$ cat src/rtl/riscv_defines.sv
// Shared types and opcode constants for the multicycle RV32I control path.
package riscv_defines;

  typedef enum logic [3:0] {
    StFetch, StDecode, StMemAdr, StMemRead, StMemWb, StMemWrite, StExecuteR, StExecuteI,
    StAluWb, StJal, StJalr, StBranch, StLui, StAuipc, StTrap
  } FsmState_t;

  typedef enum logic [1:0] {SrcAPc, SrcAOldPc, SrcARs1, SrcAZero} AluSrcA_t;
  typedef enum logic [1:0] {SrcBRs2, SrcBImm, SrcBFour} AluSrcB_t;
  typedef enum logic [1:0] {AluOpAdd, AluOpBranch, AluOpFunct} AluOp_t;
  typedef enum logic [1:0] {ResAluOut, ResData, ResAluResult, ResCsr} ResultSrc_t;

  localparam logic [6:0] OpLoad    = 7'b0000011;
  localparam logic [6:0] OpMiscMem = 7'b0001111;
  localparam logic [6:0] OpOpImm   = 7'b0010011;
  localparam logic [6:0] OpAuipc   = 7'b0010111;
  localparam logic [6:0] OpStore   = 7'b0100011;
  localparam logic [6:0] OpOp      = 7'b0110011;
  localparam logic [6:0] OpLui     = 7'b0110111;
  localparam logic [6:0] OpBranch  = 7'b1100011;
  localparam logic [6:0] OpJalr    = 7'b1100111;
  localparam logic [6:0] OpJal     = 7'b1101111;
  localparam logic [6:0] OpSystem  = 7'b1110011;

  typedef struct packed {
    logic       mem_valid;
    logic       mem_wr;
    logic       adr_src;
    logic       ir_write;
    logic       pc_update;
    logic       branch;
    logic       reg_write;
    logic       trap;
    AluSrcA_t   alu_src_a;
    AluSrcB_t   alu_src_b;
    AluOp_t     alu_op;
    ResultSrc_t result_src;
  } ctrl_t;

endpackage

$ cat src/rtl/multicycle_fsm_outputs.sv
// State-to-control decode for the multicycle controller; everything is forced to 0 when en_i is low.
module multicycle_fsm_outputs
  import riscv_defines::*;
(
  input  FsmState_t  state_i,
  input  logic       en_i,
  input  logic       mem_ready_i,
  input  logic       zero_i,
  input  logic [6:0] op_i,
  output ctrl_t      ctrl_o
);

  logic is_system;
  assign is_system = (op_i == OpSystem);

  always_comb begin
    ctrl_o = '0;
    if (en_i) begin
      case (state_i)
        StFetch: begin
          ctrl_o.mem_valid  = 1'b1;
          ctrl_o.ir_write   = mem_ready_i;
          ctrl_o.pc_update  = mem_ready_i;
          ctrl_o.alu_src_a  = SrcAPc;
          ctrl_o.alu_src_b  = SrcBFour;
          ctrl_o.result_src = ResAluResult;
        end
        StDecode: begin
          ctrl_o.alu_src_a = SrcAOldPc;
          ctrl_o.alu_src_b = SrcBImm;
        end
        StMemAdr, StJalr: begin
          ctrl_o.alu_src_a = SrcARs1;
          ctrl_o.alu_src_b = SrcBImm;
        end
        StMemRead: begin
          ctrl_o.mem_valid = 1'b1;
          ctrl_o.adr_src   = 1'b1;
        end
        StMemWb: begin
          ctrl_o.result_src = ResData;
          ctrl_o.reg_write  = 1'b1;
        end
        StMemWrite: begin
          ctrl_o.mem_valid = 1'b1;
          ctrl_o.mem_wr    = 1'b1;
          ctrl_o.adr_src   = 1'b1;
        end
        StExecuteR, StExecuteI: begin
          ctrl_o.alu_src_a  = SrcARs1;
          ctrl_o.alu_src_b  = (state_i == StExecuteI) ? SrcBImm : SrcBRs2;
          ctrl_o.alu_op     = AluOpFunct;
          ctrl_o.result_src = is_system ? ResCsr : ResAluOut;
        end
        StAluWb: begin
          ctrl_o.result_src = is_system ? ResCsr : ResAluOut;
          ctrl_o.reg_write  = 1'b1;
        end
        StJal: begin
          ctrl_o.pc_update = 1'b1;
          ctrl_o.alu_src_a = SrcAOldPc;
          ctrl_o.alu_src_b = SrcBFour;
        end
        StBranch: begin
          ctrl_o.alu_src_a = SrcARs1;
          ctrl_o.alu_op    = AluOpBranch;
          ctrl_o.branch    = 1'b1;
          ctrl_o.pc_update = ~zero_i;  // Zero==0 means taken
        end
        StLui: begin
          ctrl_o.alu_src_a = SrcAZero;
          ctrl_o.alu_src_b = SrcBImm;
        end
        StAuipc: begin
          ctrl_o.alu_src_a = SrcAOldPc;
          ctrl_o.alu_src_b = SrcBImm;
        end
        StTrap:  ctrl_o.trap = 1'b1;
        default: ;
      endcase
    end
  end

endmodule

$ cat src/rtl/multicycle_control_fsm.sv
// Multicycle RV32I sequencer: state register, next-state logic and retired-instruction counter.
module multicycle_control_fsm
  import riscv_defines::*;
#(
  parameter int unsigned INSTRET_WIDTH   = 64,
  parameter bit          HALT_ON_ILLEGAL = 1'b1
) (
  input  logic                     clk,
  input  logic                     rst,
  input  logic [6:0]               op,
  input  logic [2:0]               funct3,
  input  logic                     Zero,
  input  logic                     mem_ready,
  output logic                     mem_valid,
  output logic                     mem_wr,
  output logic                     AdrSrc,
  output logic                     IRWrite,
  output logic                     PCUpdate,
  output logic                     Branch,
  output logic                     RegWrite,
  output AluSrcA_t                 AluSrcA,
  output AluSrcB_t                 AluSrcB,
  output AluOp_t                   AluOp,
  output ResultSrc_t               ResultSrc,
  output logic                     instr_retired,
  output logic [INSTRET_WIDTH-1:0] instret,
  output logic                     trap
);

  FsmState_t                state_q, state_d;
  logic                     retire_d, retired_q;
  logic [INSTRET_WIDTH-1:0] instret_q;
  ctrl_t                    ctrl;
  logic                     unused_funct3;

  assign unused_funct3 = ^funct3;

  always_comb begin
    state_d  = state_q;
    retire_d = 1'b0;
    case (state_q)
      StFetch:   if (mem_ready) state_d = StDecode;
      StDecode: begin
        case (op)
          OpLoad, OpStore:  state_d = StMemAdr;
          OpOp, OpSystem:   state_d = StExecuteR;
          OpOpImm:          state_d = StExecuteI;
          OpJal:            state_d = StJal;
          OpJalr:           state_d = StJalr;
          OpBranch:         state_d = StBranch;
          OpLui:            state_d = StLui;
          OpAuipc:          state_d = StAuipc;
          OpMiscMem: begin
            state_d  = StFetch;
            retire_d = 1'b1;
          end
          default:          state_d = HALT_ON_ILLEGAL ? StTrap : StFetch;
        endcase
      end
      StMemAdr:  state_d = op[5] ? StMemWrite : StMemRead;
      StMemRead: if (mem_ready) state_d = StMemWb;
      StMemWrite: begin
        if (mem_ready) begin
          state_d  = StFetch;
          retire_d = 1'b1;
        end
      end
      StMemWb, StAluWb, StBranch: begin
        state_d  = StFetch;
        retire_d = 1'b1;
      end
      StExecuteR, StExecuteI, StJal, StLui, StAuipc: state_d = StAluWb;
      StJalr:    state_d = StJal;
      StTrap:    state_d = StTrap;
      default:   state_d = StFetch;
    endcase
  end

  always_ff @(posedge clk or posedge rst) begin
    if (rst) begin
      state_q   <= StFetch;
      retired_q <= 1'b0;
      instret_q <= '0;
    end else begin
      state_q   <= state_d;
      retired_q <= retire_d;
      if (retire_d) instret_q <= instret_q + {{(INSTRET_WIDTH-1){1'b0}}, 1'b1};
    end
  end

  // Gating with rst keeps FETCH's request low while reset is still asserted.
  multicycle_fsm_outputs u_outputs (
    .state_i     (state_q),
    .en_i        (~rst),
    .mem_ready_i (mem_ready),
    .zero_i      (Zero),
    .op_i        (op),
    .ctrl_o      (ctrl)
  );

  assign mem_valid     = ctrl.mem_valid;
  assign mem_wr        = ctrl.mem_wr;
  assign AdrSrc        = ctrl.adr_src;
  assign IRWrite       = ctrl.ir_write;
  assign PCUpdate      = ctrl.pc_update;
  assign Branch        = ctrl.branch;
  assign RegWrite      = ctrl.reg_write;
  assign AluSrcA       = ctrl.alu_src_a;
  assign AluSrcB       = ctrl.alu_src_b;
  assign AluOp         = ctrl.alu_op;
  assign ResultSrc     = ctrl.result_src;
  assign trap          = ctrl.trap;
  assign instr_retired = retired_q;
  assign instret       = instret_q;

endmodule

$ cat config.mk
export PLATFORM = sky130hd
export DESIGN_NAME = multicycle_control_fsm
export DESIGN_NICKNAME = d
export VERILOG_FILES = /design/src/rtl/riscv_defines.sv /design/src/rtl/multicycle_fsm_outputs.sv /design/src/rtl/multicycle_control_fsm.sv
export SDC_FILE = /design/constraint.sdc
export NUM_CORES = 1
export LEC_CHECK = 0
export BUFFER_PORTS_ARGS = -buffer_cell sky130_fd_sc_hd__buf_2
export CORE_MARGIN = 2
export CORE_UTILIZATION = 53
export DETAILED_ROUTE_END_ITERATION = 7
export PLACE_DENSITY = 0.89
export SLEW_MARGIN = 10
export SYNTH_ARGS = -nofsm -noshare
export SYNTH_HDL_FRONTEND = slang
export SYNTH_SLANG_ARGS = --single-unit
$ cat constraint.sdc
create_clock -name clk -period 3.5 [get_ports clk]
set_input_delay 0.525 -clock clk [delete_from_list [all_inputs] [get_ports clk]]
set_output_delay 0.525 -clock clk [all_outputs]
set_load 0.005 [all_outputs]
Word-level counts from Yosys, hierarchy flattened. Index checks and enable logic that the tools add are counted.

Output and inout port bits: 81. Word-level logic and storage cells: 72. Bits of input ports: 14. Register bits after elaboration: 69.

Add/subtract/negate cells: 1. Mux-type cells: 24. Equal/unequal tests: 28. Bitwise gates (word level): 1. Reductions and logical operators: 15.

Operator list (count): 64-bit by 1-bit adder with 64-bit output, second input constant (1); 4-bit case mux with 9 select lines (1); 4-bit case mux with 8 select lines (1); 4-bit equality test, second input constant (7); 7-bit equality test, second input constant (4); 7-bit by 6-bit equality test with 1-bit output, second input constant (3); 2-bit case mux with 3 select lines (3); 4-bit by 3-bit equality test with 1-bit output, second input constant (4); 16-bit two-way mux (1); 5-bit OR reduction (3); 7-bit by 5-bit equality test with 1-bit output, second input constant (2); 4-bit two-way mux (3); 2-bit OR reduction (6); 3-bit OR reduction (4); 1-bit two-way mux (10); 4-bit by 2-bit equality test with 1-bit output, second input constant (2); 7-bit by 2-bit equality test with 1-bit output, second input constant (1); 7-bit by 4-bit equality test with 1-bit output, second input constant (1); 2-bit != test, second input constant (3); 1-bit case mux with 3 select lines (2); 4-bit by 1-bit equality test with 1-bit output, second input constant (1); 4-bit logical NOT (1); 2-bit case mux with 2 select lines (1); 3-bit two-way mux (1); other kinds (3) (3).

Longest topological paths before layout.
Depth after elaboration: 4. Mapped depth: 9. Mapped depth without buffers: 7.

Cells and area by module. A second synthesis with hierarchy kept.

Cells, all modules: 414. Area total of the unflattened synthesis: 3941.3 µm².

Modules (own cells, without submodules): multicycle_control_fsm (times used 1, sequential area each 1726.7 µm², area each 3569.7 µm², cells an instance 358); multicycle_fsm_outputs (times used 1, sequential area each 0.0 µm², area each 371.6 µm², cells an instance 56).

Worst setup path after synthesis. No wires, ideal clock.

Path type: input-to-output. Start: input rst. End: output AluOp[1]. Path buffers: 1. Setup slack: 0.369 ns. Data required time: 2.975 ns. Stages: 4. Arrival time: 2.606 ns. Cells stage by stage: clkbuf_1 > inv_1 > nand2_1 > nor2_1.

Cells in the longest elaborated chain, start to end: 1.

RTL lines: start: declaration (RTL line multicycle_control_fsm.sv:9) `input logic rst,`; 16-bit two-way mux (RTL line multicycle_fsm_outputs.sv:18) `if (en_i) begin`; end: declaration (RTL line multicycle_control_fsm.sv:23) `output AluOp_t AluOp,`.

No other way between the ends.

Worst setup path after layout.
Start: register state_q[3]. End: output PCUpdate.

Cells in the longest elaborated chain, start to end: 3. Elaborated cells between the ends (all ways): 5. Classes of those cells: eq/ne (2); mux (2); reduce/logical (1).

RTL lines: start: declaration (RTL line multicycle_control_fsm.sv:30) `FsmState_t state_q, state_d;`; start signal: assignment (RTL line multicycle_control_fsm.sv:81) `state_q <= StFetch;`; start signal: assignment (RTL line multicycle_control_fsm.sv:85) `state_q <= state_d;`; 4-bit equality test / 4-bit logical NOT (equally long branches) (RTL line multicycle_fsm_outputs.sv:19) `case (state_i)`; 1-bit case mux with 3 select lines (*) (RTL line multicycle_fsm_outputs.sv:19); 16-bit two-way mux (*) (RTL line multicycle_fsm_outputs.sv:18); end: declaration (RTL line multicycle_control_fsm.sv:18) `output logic PCUpdate,`.

Mark *: on every way between the ends. The rest lies on a longest branch, timed or not.

==> key figures <==
Worst setup path
  – Crit-path slowest cell: dfrtp_1
  – R2r setup slk: 890 ps
  – Worst path bufs/invs: 2
  – Max incr delay on CP: 680 ps
  – Critical-path cell list: inv_1, a21oi_1, and3_1, nor2_1, a211oi_1, buf_2
  – Critical Path Start: state_q[3]
  – CP Data Required Time: 2970 ps
  – Critical path endpoint: PCUpdate
  – Worst Path Arrival: 2110 ps
  – CP Capture Type: primary output
  – CP Max Fanout: 18
  – Worst R2R Path Depth: 6
  – Delay-heaviest family, CP: flip-flops
  – RR Startpoint: state_q[3]
  – Crit Path Class: register to primary output
  – Startpoint Class: register
  – Worst R2R End: instret[50]
  – Crit. path cell count: 6

Power
  – Leakage: 2.17 nW
  – VDD IR-drop max: 0.274 mV
  – Power density over cell area: 489 mW/mm²

Global routing
  – Vias in the first global route: 2880
  – Antenna violations before repair: 0
  – Overflow after GRT: 0
  – Gr usage total: 22.7%
  – First-pass GRT wire length: 13.7 mm
  – Pin count of the biggest net entering global routing: 37

Logic synthesis
  – Number of flops mapped to enable cells by yosys: 0
  – Post-synth top cells: dfrtp_1 (69), xnor2_1 (38), nand2_1 (36), nor2_1 (35), xor2_1 (28)
  – Post-synth top flop: dfrtp_1
  – Avg Cell Area, Syn: 9.70 µm²
  – Cells after synthesis: 381
  – Most frequent cell after synthesis: dfrtp_1
  – Yosys top cell area share: 46.7%
  – Netlist Area Pre-Place: 0.00370 mm²
  – Biggest area consumer among synthesized cells: dfrtp_1
  – FF+latch count, synth: 69
  – Warning count from the yosys run: 0
  – Synth unique cells: 46
  – Synth async-reset ratio: 100%
  – Register area share after synthesis: 46.7%
  – Synth area leaders: dfrtp_1 (47%), xnor2_1 (9.0%), xor2_1 (6.6%)
  – Synth Net Count: 396

Timing
  – Final hold violation count: 0
  – Highest Clock Rate: 379 MHz
  – Final setup fails: 0
  – Setup repair after global routing missed its margin: no
  – Setup TNS: 0 ps
  – Slew HR: 52.0%
  – Clk_skew: 12.1 ps
  – Setup ws final: 864 ps
  – Min cycle time layout: 2640 ps
  – Fin crit share: 75.3%
  – Slew @ Worst Pin: 718 ps
  – Hold slack: 389 ps
  – Slew Limit Fails: 0

Placed design
  – IO Port Bufs: 91
  – Detail Placement HPWL: 6.19 mm
  – Setup WS pre-CTS: 777 ps
  – Post-DP Area: 0.00421 mm²
  – Final Wtd Congestion: 0.868

Worst hold path
  – Worst Hold Class: input pin to async pin

Final layout
  – Fraction of layout cells with a size suffix above 1: 25.9%
  – Final nets: 485
  – Finished Cell Area: 0.00439 mm²
  – P&R area growth vs syn: 18.7%
  – N_diodes: 0
  – Final Util: 64.9%

Floorplan
  – Core Area: 0.00676 mm²
  – # rows: 30
  – Initial cell density of the core: 54.7%
  – Die Span X: 87.5 µm
  – Io pins: 95
  – Die area: 0.00766 mm²
  – Die H: 87.5 µm

Clock network
  – CTS tree: built
  – Worst-path clk slew: 80 ps
  – CTS Buffer Depth: 2
  – Clock sinks: 69
  – CTS resizes: 0
  – CTS Buf Count: 9
  – H-tree depth: 3
  – Postcts setup bufs: 0
  – Skew-Pair Late Insertion Delay: 350 ps
  – Root Driver: clkbuf_8
  – Hold-fix buffers at CTS: 0

Run status
  – Outcome: complete, no violations

Routing
  – DRT Pass-1 Iters: 4
  – Post-route DRC: 0
  – Routed vias: 3156
  – Avg Vias per Cell: 5.69
  – DRT Wirelength: 8.39 mm
  – Antenna-violating nets left: 0
  – Initial DRC count: 122
  – WL per Instance: 15.1 µm

Job
  – Max-cap violation count: 0
flip-flops by register name (all words and copies together) (netlist names):
name           count
instret           64
state_q            4
instr_retired      1
power by group:
part	internal, mW	total, mW	switching [mW]
Combinational	0.266	0.575	0.309
Clock	0.257	0.573	0.316
Sequential	0.866	0.996	0.130
tightest hold or removal path, delay by kind of cell:
family | cells | cell delay (ps)
buffers and inverters | 3 | 620
per-layer routing:
layer / vias to the layer above / GRT usage (%) / wire length (µm)
li1: 1518 / - / -
met1: 1519 / 29.5 / 3700
met2: 108 / 37.1 / 4110
met3: 11 / 4.93 / 448
met4: 0 / 8.95 / 128
met5: - / 0 / 0
placed cells by master, fill, tap and decap left out, drive strengths merged, types with 2 or more instances in the layout:
cell      Yosys  layout
nand2b        4       4
nor3         10      10
buf           5      95
nand3        25      25
a31oi         4       4
nand2        36      36
o21a          2       2
and3         19      19
dfrtp        69      69
and4          9       9
a21oi        11      11
inv           9      10
xor2         28      28
xnor2        38      38
o21ai         6       6
clkbuf       12       9
nor2b         6       6
nor3b         4       4
mux2          2       2
nor4          6       6
o31ai         2       2
clkinvlp      0       3
and2          4       4
nor2         35      35
clkinv        0       3
nand4        21      21
nor4b         3       3
logic make-up after synthesis:
| logic type | Yosys count | share of synthesized area, % |
|---|---|---|
| compound gates | 33 | 5.59 |
| xor+xnor | 66 | 15.6 |
| fa+ha+maj | 1 | 0.338 |
| buf+inv | 26 | 2.81 |
| flops | 69 | 46.7 |
| mux | 2 | 0.609 |
| simple gates | 184 | 28.3 |
how the worst min path moves through the flow:
stage | from | to | slack (ps) | cells past startpoint
2_1_floorplan | instret[63] | instret[63] | 470 | 1
3_3_place_gp | instret[63] | instret[63] | 460 | 1
3_5_place_dp | instret[34] | instret[34] | 480 | 1
4_1_cts | rst | instret[51] | 390 | 3
5_1_grt | rst | instret[35] | 420 | 3
6_report | rst | instret[54] | 390 | 3
cell type report:
class / count / area (µm²)
clock inverter: 7 / 50.0
clock buffer: 9 / 124
sequential: 69 / 1730
multi-input combinational: 286 / 1870
inverter: 9 / 33.8
tap: 80 / 100
timing repair buffer: 95 / 485
fill: 558 / 2370
stage by stage:
stage / power (mW) / instances
finish: 2.14 / 555
global route: 2.29 / 555
CTS: 2.17 / 555
detailed placement: 1.59 / 539
global placement: 1.56 / 539
floorplan: 1.39 / 381
Power figures use the tool's default switching activity.
